**config.mk**
```make
export PLATFORM = sky130hd
export DESIGN_NAME = clk_tick_gen
export DESIGN_NICKNAME = d
export VERILOG_FILES = /design/src/rtl/clk_tick_gen.sv
export SDC_FILE = /design/constraint.sdc
export NUM_CORES = 1
export LEC_CHECK = 0
export CAP_MARGIN = 20
export CORE_AREA = 3 3 172 174
export CTS_BUF_LIST = sky130_fd_sc_hd__clkbuf_8
export DETAILED_ROUTE_END_ITERATION = 6
export DIE_AREA = 0 0 175 177
export HOLD_SLACK_MARGIN = 0.06
export PLACE_DENSITY = 0.66
export SLEW_MARGIN = 40
export SYNTH_ARGS = -nofsm -noshare
export SYNTH_HDL_FRONTEND = slang
export SYNTH_SLANG_ARGS = --single-unit
```
**constraint.sdc**
```tcl
create_clock -name clock -period 2.91 [get_ports clock]
set_input_delay 0.582 -clock clock [delete_from_list [all_inputs] [get_ports clock]]
set_output_delay 0.582 -clock clock [all_outputs]
set_load 0.01 [all_outputs]
```
**src/rtl/clk_tick_gen.sv**
```systemverilog
// rtl/clk_tick_gen.sv - run-time programmable multi-channel clock-enable (tick) generator
module clk_tick_gen #(
  parameter int CHANNELS  = 4,
  parameter int CNT_WIDTH = 16,
  parameter int DIV_RESET = 5,
  parameter int CHW       = (CHANNELS > 1) ? $clog2(CHANNELS) : 1
) (
  input  logic                 reset,
  input  logic                 clock,
  input  logic                 sync,
  input  logic                 cfg_valid,
  input  logic [CHW-1:0]       cfg_chan,
  input  logic [CNT_WIDTH-1:0] cfg_div,
  output logic                 cfg_ack,
  output logic                 cfg_err,
  output logic [CHANNELS-1:0]  pend,
  output logic [CHANNELS-1:0]  tick
);

  logic chan_ok;

  assign chan_ok = (32'(cfg_chan) < CHANNELS);

  always_ff @(posedge clock or negedge reset) begin
    if (!reset) begin
      cfg_ack <= 1'b0;
      cfg_err <= 1'b0;
    end else begin
      cfg_ack <= cfg_valid;
      cfg_err <= cfg_valid && !chan_ok;
    end
  end

  for (genvar g = 0; g < CHANNELS; g++) begin : g_ch
    logic [CNT_WIDTH-1:0] cnt;
    logic [CNT_WIDTH-1:0] div_r;
    logic [CNT_WIDTH-1:0] shd;
    logic                 pend_r;
    logic                 tick_r;
    logic                 wr;
    logic                 at_bnd;

    assign wr     = cfg_valid && chan_ok && (cfg_chan == CHW'(g));
    assign at_bnd = (div_r != '0) && (cnt == div_r - CNT_WIDTH'(1));
    assign pend[g] = pend_r;
    assign tick[g] = tick_r;

    // Divisor changes only at period boundaries, sync, or while idle, so cnt never exceeds div-1.
    always_ff @(posedge clock or negedge reset) begin
      if (!reset) begin
        cnt    <= '0;
        div_r  <= CNT_WIDTH'(DIV_RESET);
        shd    <= CNT_WIDTH'(DIV_RESET);
        pend_r <= 1'b0;
        tick_r <= 1'b0;
      end else if (sync) begin
        cnt    <= '0;
        tick_r <= 1'b0;
        pend_r <= 1'b0;
        if (wr) begin
          div_r <= cfg_div;
          shd   <= cfg_div;
        end else if (pend_r) begin
          div_r <= shd;
        end
      end else if (div_r == '0) begin
        cnt    <= '0;
        tick_r <= 1'b0;
        if (wr) begin
          div_r  <= cfg_div;
          shd    <= cfg_div;
          pend_r <= 1'b0;
        end
      end else if (at_bnd) begin
        cnt    <= '0;
        tick_r <= 1'b1;
        if (wr) begin
          div_r  <= cfg_div;
          shd    <= cfg_div;
          pend_r <= 1'b0;
        end else if (pend_r) begin
          div_r  <= shd;
          pend_r <= 1'b0;
        end
      end else begin
        cnt    <= cnt + CNT_WIDTH'(1);
        tick_r <= 1'b0;
        if (wr) begin
          shd    <= cfg_div;
          pend_r <= 1'b1;
        end
      end
    end
  end

endmodule

```
==> reports/qor.txt <==
Area delta synth->final: 18.1%
Asr flop ratio synth: 100%
Required time worst endpoint: 3.36 ns
RSZ-0062 raised after global routing: yes
Library cells used by synthesis: 75
Commonest non-fill, non-tap cell in the layout: dfrtp_1
Static Leakage: 5.44 nW
Io pins: 32
R2R Setup Slk: 0.04 ns
Tot GR Track Use: 17.6%
Root Driver: clkbuf_8
Design Power: 8.77 mW
Number of CTS-inserted buffers: 37
Die area: 31,000 µm²
DP Wirelength: 19,100 µm
Antenna fix cells: 0
First-pass DRT Iterations: 5
Max-slew violations: 0
Htree depth: 2
Max Clock Skew: 0.0330 ns
CP Launch Point: g_ch[1].div_r[3]
Hold WC Path Type: flop to flop
Hold path startpoint: g_ch[2].shd[0]
NetSw: 2.85 mW
Max clock buf depth: 3
Kind of end point of the critical path: flop
Vias in the first global route: 8,717
Synth Instances: 1,120
Avg Cell Area, Syn: 10.0 µm²
Combinational share of power: 27.6%
Worst-case hold slack: 0.465 ns
First-pass GRT wire length: 45,200 µm
Crit path time final: 2.87 ns
Crit Reg-Reg Startpoint: g_ch[1].div_r[3]
Post-layout util: 47.4%
Synth Area in Adders: 1.43%
Drt wl/cell: 17.0 µm
Slew @ Worst Pin: 0.647 ns
Syn nets: 1,154
Simple-Gate Fraction of Synth Area: 19.5%
Final Hold Viols: 0
Routability cong.: 0.870
Critical path fanouts, max: 6
Fin crit share: 98.5%
Largest net degree at the start of global routing: 56
Initial antenna violation count: 0
Sequential share of the synthesized area: 45.1%
Setup crit start kind: flop
DRT iter0 DRCs: 660
Clk_lat worst skew: 0.54 ns
Routed WL: 27,400 µm
Initial Util: 40.1%
Synth Area in XOR/XNOR: 11.0%
NumNets Final: 1,245
Critical path start-end classification: flop to flop
Cell Int Power: 5.91 mW
CTS tree: yes
Layout cells sized above 1: 20.9%
#FFs+latches synth: 201
CP arrival: 3.32 ns
Net Sw Frac: 32.6%
Status: completed
Flop pwr share: 42.2%
Grt total ovfl: 0
Die Ht: 177 µm
Mux share of post-synthesis cell area: 5.32%
Clock network power share: 30.2%
Mapped cell area: 11,200 µm²
Rel. slew slack: 56.3%
Port bufs: 30
Commonest non-fill, non-tap cells in the layout: 183 x dfrtp_1, 114 x nor2_1, 96 x nand2_1
Via density: 5.46
Max-cap violations: 0
Ys Warns: 0
Pwr dens: 663 nW/µm²
Chip width: 175 µm
Largest family of logic cells by synthesized area: simple AND/OR/NAND/NOR gates
EDFF count, synth: 0
Post-DRT Antenna Nets: 0
Core ar.: 27,900 µm²
Number of remaining DRC errors: 0
Fillers: 2,652
F_max: 349 MHz
Row cnt: 61
Total number of vias: 8,820
Sink Count: 201
Commonest register cell after synthesis: dfrtp_1
Post-synthesis compound-gate area fraction: 14.2%
Final setup vio count: 0
Max IR drop VDD: 287 µV
Clock transition at path regs: 0.06 ns
timing repair:
action	4_1_cts	5_1_grt
hold endpoints to repair	44	0
buffers inserted	3	4
pin swaps	3	7
gates cloned	0	0
gates resized for setup	6	19
endpoints found under the setup margin	21	70
hold buffers	1	0
state kept, by name, summed over array words and instances (netlist names):
register	cells
g_ch.shd	64
g_ch.cnt	64
g_ch.pend_r	4
g_ch.div_r	64
cfg_ack	1
g_ch.tick_r	4
worst max-delay path: stages (launching register included):
cell and delay (ns):
dfrtp_1 0.42, or4_4 0.59, nor4_2 0.28, nand3b_1 0.17, and3_1 0.17, nand4b_1 0.10, or4b_4 0.52, a22oi_4 0.23
buf_6 0.17, a2bb2oi_2 0.14
area by class of cell:
type | instances | area, µm² | share of cell area (%)
multi-input cells | 837 | 5900 | 44.6
well taps | 378 | 473 | 3.57
clock inverters | 20 | 113 | 0.851
inverters | 19 | 71.3 | 0.539
clock buffers | 44 | 606 | 4.58
flip-flops and latches | 201 | 5050 | 38.2
repair buffers | 115 | 1010 | 7.64
cells by family after synthesis:
group / Yosys count
and+or+nand+nor: 426
xor gates and xnor gates: 141
AOI/OAI and AO/OA: 203
DFF: 201
buffers and inverters: 82
other: 1
adders and majority gates: 13
muxes: 53
path summary, 6_finish.rpt:
path | end | cells past startpoint
max in group asynchronous | g_ch[2].cnt[7] | 3
max | g_ch[1].div_r[0] | 9
max reg2reg | g_ch[1].div_r[0] | 9
min | g_ch[2].shd[0] | 2
min reg2reg | g_ch[2].shd[0] | 2
min in group asynchronous | g_ch[1].cnt[0] | 2
Yosys cell counts (9+ instances only):
cell	number	area, µm²
nand3b_1	25	188
nand3_1	50	250
o21ai_0	28	140
dfrtp_1	185	4630
o22ai_1	21	131
a21oi_1	10	50.1
inv_1	19	71.3
a22oi_1	34	255
a2bb2oi_1	22	193
xor2_1	64	561
dfstp_2	16	420
nand2_1	97	364
o2bb2ai_1	33	289
and3_1	22	138
ha_1	12	150
or2_2	10	62.6
nor2_1	114	428
nand4_1	9	56.3
nor2b_1	9	56.3
nor4_1	18	113
buf_4	12	90.1
a2bb2oi_2	10	150
nor3_1	29	145
mux2_2	52	586
xnor2_1	77	674
clkbuf_1	39	146
per-layer routing:
| metal | track usage, % | part of all wire (%) | vias up |
|---|---|---|---|
| met5 | 0 | 0 | - |
| met1 | 25.0 | 48 | 4396 |
| met3 | 3.09 | 4.2 | 52 |
| met4 | 5.22 | 2.3 | 0 |
| met2 | 27.8 | 45 | 174 |
| li1 | - | - | 4198 |
metrics by stage:
| stage | std cells | setup slack (ns) | setup TNS (ns) | cell area (µm²) |
|---|---|---|---|---|
| detailed placement | 1542 | -0.0737 | -1.14 | 12300 |
| finish | 1614 | 0.0444 | 0 | 13200 |
| global route | 1614 | -0.0883 | -1.62 | 13200 |
| global placement | 1542 | 0.0451 | 0 | 12300 |
| CTS | 1610 | -0.00151 | -0.00151 | 13100 |
| floorplan | 1120 | 0.00406 | 0 | 11200 |
power groups by stage:
stage	Clock [mW]	Sequential (mW)	Combinational, mW
final	2.65	3.70	2.42
after global routing	2.85	3.76	2.67
after CTS	2.72	3.68	2.34
after detailed placement	0	3.72	2.31
after global placement	0	3.72	2.26
after floorplan	0	3.63	1.63
No activity file was read; power rests on OpenSTA's default activity.
